`src/rtl/vit_pkg.sv`:
```
`default_nettype none
// ============================================================================
// Module      : vit_pkg
// Description : Shared FSM state encoding and address/counter widths for the
//               ViT patch packer.
// Revision    : 1.0 - initial release
// ============================================================================
package vit_pkg;

   typedef enum logic [1:0] {
      ST_IDLE  = 2'd0,
      ST_RUN   = 2'd1,
      ST_DRAIN = 2'd2,
      ST_DONE  = 2'd3
   } vit_state_t;

   localparam int ADDR_W = 32;
   localparam int CNT_W  = 16;

   // Byte stride between horizontally adjacent packed words.
   function automatic logic [ADDR_W-1:0] word_bytes(input int ow);
      return ADDR_W'(ow / 8);
   endfunction

endpackage
`default_nettype wire

```
`src/rtl/vit_pack_buf.sv`:
```
`default_nettype none
// ============================================================================
// Module      : vit_pack_buf
// Description : Single packing buffer: gathers up to KX channel-padded pixels
//               into one output word and holds it until popped.
// Revision    : 1.0 - initial release
// ============================================================================
module vit_pack_buf
   import vit_pkg::*;
#(
   parameter int DW     = 8,
   parameter int CH_IN  = 3,
   parameter int CH_EXP = 4,
   parameter int KX     = 16,
   parameter int OW     = DW * CH_EXP * KX
) (
   input  logic                clk,
   input  logic                rst,
   input  logic                clr,
   input  logic                push,
   input  logic                eol,
   input  logic [DW*CH_IN-1:0] pix,
   input  logic [ADDR_W-1:0]   addr_in,
   input  logic                pop,
   output logic [OW-1:0]       data,
   output logic [ADDR_W-1:0]   addr,
   output logic                full,
   output logic                closing
);

   localparam int c_slot_w = DW * CH_EXP;
   localparam int c_ptr_w  = (KX > 1) ? $clog2(KX) : 1;

   logic [c_ptr_w-1:0]  r_ptr;
   logic [OW-1:0]       r_data;
   logic [ADDR_W-1:0]   r_addr;
   logic                r_full;
   logic [c_slot_w-1:0] w_slot;

   // Zero-extension leaves the padding channels at zero.
   assign w_slot  = c_slot_w'(pix);
   assign closing = push && ((r_ptr == c_ptr_w'(KX - 1)) || eol);

   assign data = r_data;
   assign addr = r_addr;
   assign full = r_full;

   always_ff @(posedge clk) begin
      if (rst || clr) begin
         r_ptr  <= '0;
         r_data <= '0;
         r_addr <= '0;
         r_full <= 1'b0;
      end else begin
         // Popping zero-clears so the next fill starts with empty slots.
         if (pop) begin
            r_full <= 1'b0;
            r_data <= '0;
            r_addr <= '0;
         end
         if (push) begin
            r_data[r_ptr*c_slot_w +: c_slot_w] <= w_slot;
            if (closing) begin
               r_ptr  <= '0;
               r_full <= 1'b1;
               r_addr <= addr_in;
            end else begin
               r_ptr <= r_ptr + 1'b1;
            end
         end
      end
   end

endmodule
`default_nettype wire

```
`src/rtl/vit_patch_packer.sv`:
```
`default_nettype none
// ============================================================================
// Module      : vit_patch_packer
// Description : Packs raster-order pixels into KX-pixel patch words with
//               destination addresses, using a ping-pong pair of buffers.
// Revision    : 1.0 - initial release
// ============================================================================
module vit_patch_packer
   import vit_pkg::*;
#(
   parameter int DW     = 8,
   parameter int CH_IN  = 3,
   parameter int CH_EXP = 4,
   parameter int KX     = 16,
   parameter int OW     = DW * CH_EXP * KX
) (
   input  logic                clk,
   input  logic                rst,
   input  logic                start,
   input  logic [CNT_W-1:0]    cfg_win,
   input  logic [CNT_W-1:0]    cfg_hin,
   input  logic [ADDR_W-1:0]   cfg_base,
   input  logic [ADDR_W-1:0]   cfg_line_stride,
   input  logic                s_valid,
   output logic                s_ready,
   input  logic [DW*CH_IN-1:0] s_data,
   output logic                m_valid,
   input  logic                m_ready,
   output logic [OW-1:0]       m_data,
   output logic [ADDR_W-1:0]   m_addr,
   output logic                busy,
   output logic                done
);

   localparam logic [ADDR_W-1:0] c_word_bytes = word_bytes(OW);

   vit_state_t        r_state;
   logic [CNT_W-1:0]  r_win;
   logic [CNT_W-1:0]  r_hin;
   logic [CNT_W-1:0]  r_col;
   logic [CNT_W-1:0]  r_row;
   logic [ADDR_W-1:0] r_stride;
   logic [ADDR_W-1:0] r_row_addr;
   logic [ADDR_W-1:0] r_word_addr;
   logic              r_wr_sel;
   logic              r_rd_sel;
   logic              r_busy;
   logic              r_done;

   logic              w_start;
   logic              w_hs;
   logic              w_out_hs;
   logic              w_eol;
   logic              w_last;
   logic              w_close;
   logic              w_push    [2];
   logic              w_pop     [2];
   logic              w_full    [2];
   logic              w_closing [2];
   logic [OW-1:0]     w_data    [2];
   logic [ADDR_W-1:0] w_addr    [2];

   assign w_start  = (r_state == ST_IDLE) && start;
   assign s_ready  = (r_state == ST_RUN) && !w_full[r_wr_sel];
   assign w_hs     = s_valid && s_ready;
   assign m_valid  = w_full[r_rd_sel];
   assign m_data   = w_data[r_rd_sel];
   assign m_addr   = w_addr[r_rd_sel];
   assign w_out_hs = m_valid && m_ready;
   assign w_eol    = (r_col == r_win - CNT_W'(1));
   assign w_last   = w_eol && (r_row == r_hin - CNT_W'(1));
   assign w_close  = w_closing[r_wr_sel];
   assign busy     = r_busy;
   assign done     = r_done;

   for (genvar gi = 0; gi < 2; gi++) begin : g_buf
      assign w_push[gi] = w_hs && (r_wr_sel == 1'(gi));
      assign w_pop[gi]  = w_out_hs && (r_rd_sel == 1'(gi));

      vit_pack_buf #(
         .DW     (DW),
         .CH_IN  (CH_IN),
         .CH_EXP (CH_EXP),
         .KX     (KX),
         .OW     (OW)
      ) u_buf (
         .clk     (clk),
         .rst     (rst),
         .clr     (w_start),
         .push    (w_push[gi]),
         .eol     (w_eol),
         .pix     (s_data),
         .addr_in (r_word_addr),
         .pop     (w_pop[gi]),
         .data    (w_data[gi]),
         .addr    (w_addr[gi]),
         .full    (w_full[gi]),
         .closing (w_closing[gi])
      );
   end

   always_ff @(posedge clk) begin
      if (rst) begin
         r_state     <= ST_IDLE;
         r_win       <= '0;
         r_hin       <= '0;
         r_col       <= '0;
         r_row       <= '0;
         r_stride    <= '0;
         r_row_addr  <= '0;
         r_word_addr <= '0;
         r_wr_sel    <= 1'b0;
         r_rd_sel    <= 1'b0;
         r_busy      <= 1'b0;
         r_done      <= 1'b0;
      end else begin
         r_done <= 1'b0;
         case (r_state)
            ST_IDLE: begin
               if (start) begin
                  r_win       <= cfg_win;
                  r_hin       <= cfg_hin;
                  r_stride    <= cfg_line_stride;
                  r_row_addr  <= cfg_base;
                  r_word_addr <= cfg_base;
                  r_col       <= '0;
                  r_row       <= '0;
                  r_busy      <= 1'b1;
                  r_state     <= ST_RUN;
               end
            end
            ST_RUN: begin
               if (w_hs) begin
                  if (w_eol) begin
                     r_col <= '0;
                     r_row <= r_row + CNT_W'(1);
                  end else begin
                     r_col <= r_col + CNT_W'(1);
                  end
                  // Address tracks the word being filled; rows restart from row base.
                  if (w_close) begin
                     if (w_eol) begin
                        r_row_addr  <= r_row_addr + r_stride;
                        r_word_addr <= r_row_addr + r_stride;
                     end else begin
                        r_word_addr <= r_word_addr + c_word_bytes;
                     end
                  end
                  if (w_last) begin
                     r_state <= ST_DRAIN;
                  end
               end
            end
            ST_DRAIN: begin
               if (!w_full[0] && !w_full[1]) begin
                  r_busy  <= 1'b0;
                  r_done  <= 1'b1;
                  r_state <= ST_DONE;
               end
            end
            default: begin
               r_state <= ST_IDLE;
            end
         endcase
         if (w_out_hs) begin
            r_rd_sel <= ~r_rd_sel;
         end
         if (w_close) begin
            r_wr_sel <= ~r_wr_sel;
         end
      end
   end

endmodule
`default_nettype wire

```
`config.mk`:
```
export PLATFORM = sky130hd
export DESIGN_NAME = vit_patch_packer
export DESIGN_NICKNAME = d
export VERILOG_FILES = /design/src/rtl/vit_pkg.sv /design/src/rtl/vit_pack_buf.sv /design/src/rtl/vit_patch_packer.sv
export SDC_FILE = /design/constraint.sdc
export NUM_CORES = 2
export LEC_CHECK = 0
export ABC_AREA = 1
export BUFFER_PORTS_ARGS = -buffer_cell sky130_fd_sc_hd__clkbuf_2
export CAP_MARGIN = 20
export CORE_MARGIN = 3
export CORE_UTILIZATION = 45
export DETAILED_ROUTE_END_ITERATION = 8
export MAX_ROUTING_LAYER = met4
export PLACE_DENSITY = 0.62
export SLEW_MARGIN = 15
export SYNTH_ARGS = -nofsm -noshare
export SYNTH_HDL_FRONTEND = slang
export SYNTH_SLANG_ARGS = --single-unit
```
`constraint.sdc`:
```
create_clock -name clk -period 5.75 [get_ports clk]
set_input_delay 1.15 -clock clk [delete_from_list [all_inputs] [get_ports clk]]
set_output_delay 1.15 -clock clk [all_outputs]
set_load 0.005 [all_outputs]
```
==> flow_metrics.py <==
metrics = {
    "synth": {
        "synth_cells": 8176,
        "synth.area.top_cells": "sky130_fd_sc_hd__dfxtp_1, sky130_fd_sc_hd__nand2_1, sky130_fd_sc_hd__a21oi_1, sky130_fd_sc_hd__nor3_1, sky130_fd_sc_hd__nor2_1",
        "seq_area_frac_synth_pct": 43.9,
        "postSynthNetCount": 8347,
        "post_synthesis_mean_instance_area_um2": 7.05,
        "synthesis.yosys.warnings": 0,
        "post-synth-top-area-fraction_pct": 43.9,
        "synth_top_cell_by_area": "sky130_fd_sc_hd__dfxtp_1",
        "synth_top_cells_by_count": "sky130_fd_sc_hd__nand2_1, sky130_fd_sc_hd__dfxtp_1, sky130_fd_sc_hd__a21oi_1",
        "synth_top_flop_cell": "sky130_fd_sc_hd__dfxtp_1",
        "synth_edf_count": 0,
        "synth.cell_area_um2": 57600,
        "netlist-cell-type-count": 51,
        "synth.most_common_cell": "sky130_fd_sc_hd__nand2_1",
        "synth-seq-cells": 1264,
        "async_reset_ff_share_pct": 0,
    },
    "clocking": {
        "tritoncts_clock_tree": "built",
        "clkSlewWorstSetupHoldPaths_ns": 0.06,
        "cts_made_buffers": 141,
        "worst_skew_pair.late_latency_ns": 0.80,
        "clock_sinks": 1264,
        "ctsHoldBuffers": 0,
        "clock-root-buffer": "sky130_fd_sc_hd__clkbuf_16",
        "cts_max_level": 4,
        "cts_buffer_depth": 3,
        "post_cts.resized_instances": 0,
        "post-cts-setup-buffer-count": 0,
    },
    "sta": {
        "report.final.setup_viol": 0,
        "fmaxAchievable_ghz": 0.210,
        "finalHoldViolations": 0,
        "fin_worst_skew_ns": 0.0304,
        "finalCritPeriodShare_pct": 82.9,
        "post-route-min-period_ns": 4.77,
        "max_slew_margin_pct": 14.9,
        "timing_max_transition_violations_final": 0,
        "worstMarginPinSlew_ns": 1.28,
        "rsz_0062_raised_after_global_routing": "false",
        "fin_tns_setup_ns": 0,
    },
    "job": {
        "maxCapViolCount": 0,
    },
    "setup_path": {
        "critPathCapture": "g_buf[0].u_buf.data[257]",
        "ff2ff_path_depth": 13,
        "timing.rr.end": "g_buf[0].u_buf.data[257]",
        "reg2reg_setup_slack_ns": 0.98,
        "worstReg2RegStart": "g_buf[0].u_buf.r_ptr[0]",
        "endpoint_kind": "flop",
        "cp.arrival_ns": 5.46,
        "setup.worst_path.class": "flop to flop",
        "critPathLaunch": "g_buf[0].u_buf.r_ptr[0]",
        "critical_path_peak_fanout": 36,
        "cp.required_ns": 6.45,
        "startpoint_type": "flop",
    },
    "placement": {
        "detailed_place_hpwl_um": 160000,
        "portBuffers": 672,
        "placed_cells": 9941,
        "routability_cong": 0.960,
    },
    "grt": {
        "antenna_found_initial": 7,
        "grt_start_max_net_pins": 220,
        "grt_use_total_pct": 35.1,
        "grt_first_pass_wirelength_um": 346000,
        "vias_in_the_first_global_route": 54000,
        "global_route.overflow_total": 0,
    },
    "floorplan": {
        "dieHeight_um": 364,
        "io-pin-count": 673,
        "fp.coreArea_um2": 126000,
        "initial_core_util_pct": 45.6,
        "rows": 130,
        "fp.dieArea_um2": 132000,
        "chip_width_um": 364,
    },
    "route": {
        "detailedRoute.firstIterationViolations": 7482,
        "vias": 59800,
        "first_pass_iters": 6,
        "post_drt_wl_per_cell_um": 23.1,
        "drt_wl_total_um": 236000,
        "detail_route.drc_violations": 0,
        "antenna_left": 0,
        "viasPerCell": 5.86,
    },
    "power_and_ir_drop": {
        "power.total_mw": 24.0,
        "power.density_cell_area_nw_per_um2": 361,
        "total_leakage_power_nw": 26.7,
        "worst_ir_drop_vdd_mv": 0.307,
    },
    "outcome": {
        "run_status": "finished clean",
    },
    "layout": {
        "layoutNonFillerInstCount": 10200,
        "drive_gt1_share_pct": 13.2,
        "area_growth_pct": 15.2,
        "num-nets-final": 8605,
        "final_util_pct": 52.6,
    },
    "min_path": {
        "worstHoldPathType": "flop to flop",
    },
}
[sequential cells by signal (all words and copies together) (netlist names)]
signal and count:
busy 1, done 1, g_buf.u_buf.addr 64, g_buf.u_buf.data 1024, g_buf.u_buf.full 2, g_buf.u_buf.r_ptr 8
r_col 16, r_hin 16, r_rd_sel 1, r_row 16, r_row_addr 32, r_state 2
r_stride 32, r_win 16, r_word_addr 32, r_wr_sel 1
[worst min path at each step]
stage / slack, ns / cells past startpoint / start / to
6_report: 0.43 / 2 / g_buf[0].u_buf.data[415] / g_buf[0].u_buf.data[415]
5_1_grt: 0.45 / 2 / g_buf[0].u_buf.data[62] / g_buf[0].u_buf.data[62]
4_1_cts: 0.44 / 2 / g_buf[0].u_buf.data[89] / g_buf[0].u_buf.data[89]
3_5_place_dp: 0.43 / 2 / g_buf[0].u_buf.data[313] / g_buf[0].u_buf.data[313]
3_3_place_gp: 0.42 / 2 / g_buf[0].u_buf.data[314] / g_buf[0].u_buf.data[314]
2_1_floorplan: 0.42 / 1 / g_buf[0].u_buf.full / done
[cell families after synthesis]
| kind of cell | synth area share, % |
|---|---|
| buf+inv | 7.32 |
| compound gates | 17.8 |
| fa+ha+maj | 1.01 |
| simple gates | 28.7 |
| flops | 43.9 |
| xor+xnor | 1.26 |
[metal layers]
| metal | vias up | routed length [um] | track usage (%) |
|---|---|---|---|
| li1 | 28000 | - | - |
| met1 | 28000 | 96100 | 45.9 |
| met2 | 3124 | 99500 | 50.1 |
| met3 | 588 | 26300 | 8.57 |
| met4 | 0 | 14100 | 18.6 |
| met5 | - | 0 | - |
[layout by cell type (no fill, tap or decap), types with 21 or more instances in the layout]
cell type | synthesis | routed
sky130_fd_sc_hd__nand2_1 | 2245 | 2242
sky130_fd_sc_hd__dfxtp_1 | 1264 | 1263
sky130_fd_sc_hd__a21oi_1 | 686 | 686
sky130_fd_sc_hd__clkbuf_2 | 0 | 672
sky130_fd_sc_hd__nor2_1 | 657 | 645
sky130_fd_sc_hd__nor3_1 | 531 | 530
sky130_fd_sc_hd__o21ai_0 | 476 | 476
sky130_fd_sc_hd__inv_1 | 383 | 382
sky130_fd_sc_hd__nand3_1 | 278 | 278
sky130_fd_sc_hd__a211oi_1 | 215 | 215
sky130_fd_sc_hd__a221oi_1 | 172 | 172
sky130_fd_sc_hd__clkbuf_16 | 0 | 141
sky130_fd_sc_hd__nor4_1 | 119 | 119
sky130_fd_sc_hd__a31oi_1 | 102 | 102
sky130_fd_sc_hd__buf_4 | 6 | 86
sky130_fd_sc_hd__xor2_1 | 62 | 62
sky130_fd_sc_hd__ha_1 | 45 | 45
sky130_fd_sc_hd__o21ai_1 | 41 | 41
sky130_fd_sc_hd__clkbuf_8 | 0 | 34
sky130_fd_sc_hd__nand4_1 | 33 | 33
sky130_fd_sc_hd__inv_2 | 36 | 31
sky130_fd_sc_hd__clkinv_2 | 1 | 29
sky130_fd_sc_hd__a41oi_1 | 23 | 23
sky130_fd_sc_hd__nor2_2 | 21 | 22
sky130_fd_sc_hd__clkbuf_1 | 532 | 22
sky130_fd_sc_hd__xnor2_1 | 21 | 21
[where the power goes]
| group | leakage (nW) | switching, mW | internal (mW) |
|---|---|---|---|
| clock network | 2.41 | 3.96 | 5.56 |
| logic | 14.1 | 3.71 | 1.27 |
| registers | 10.2 | 0.340 | 9.14 |
[layout make-up]
cell class              instances  area [um2]
repair buffers                770        4240
multi-input cells            5827       28300
clock inverters                59         822
diodes                          5        12.5
fillers                     12600       60000
inverters                     430        1650
well taps                    1650        2060
clock buffers                 197        4080
flip-flops and latches       1264       25300
[critical path: stages, from the launching register on]
cell and delay [ns]:
sky130_fd_sc_hd__dfxtp_1 0.44, sky130_fd_sc_hd__inv_1 0.15, sky130_fd_sc_hd__ha_1 0.25, sky130_fd_sc_hd__or2_2 0.31, sky130_fd_sc_hd__nand2_2 0.06, sky130_fd_sc_hd__buf_4 0.41, sky130_fd_sc_hd__clkinv_2 0.60, sky130_fd_sc_hd__nor2_2 0.33
sky130_fd_sc_hd__nand2_2 0.17, sky130_fd_sc_hd__inv_2 0.09, sky130_fd_sc_hd__nand2_2 0.37, sky130_fd_sc_hd__clkinv_2 0.41, sky130_fd_sc_hd__nand2_1 0.63, sky130_fd_sc_hd__o21ai_0 0.40
[per-stage QoR]
| stage | worst slack (ns) | hold WS (ns) | area, um2 |
|---|---|---|---|
| floorplan | 2.94 | 0.415 | 57600 |
| global placement | 1.34 | 0.425 | 61500 |
| detailed placement | 1.13 | 0.429 | 61500 |
| CTS | 1.11 | 0.438 | 66400 |
| global route | 0.634 | 0.450 | 66400 |
| finish | 0.984 | 0.435 | 66400 |
(Power assumes the default switching activity.)
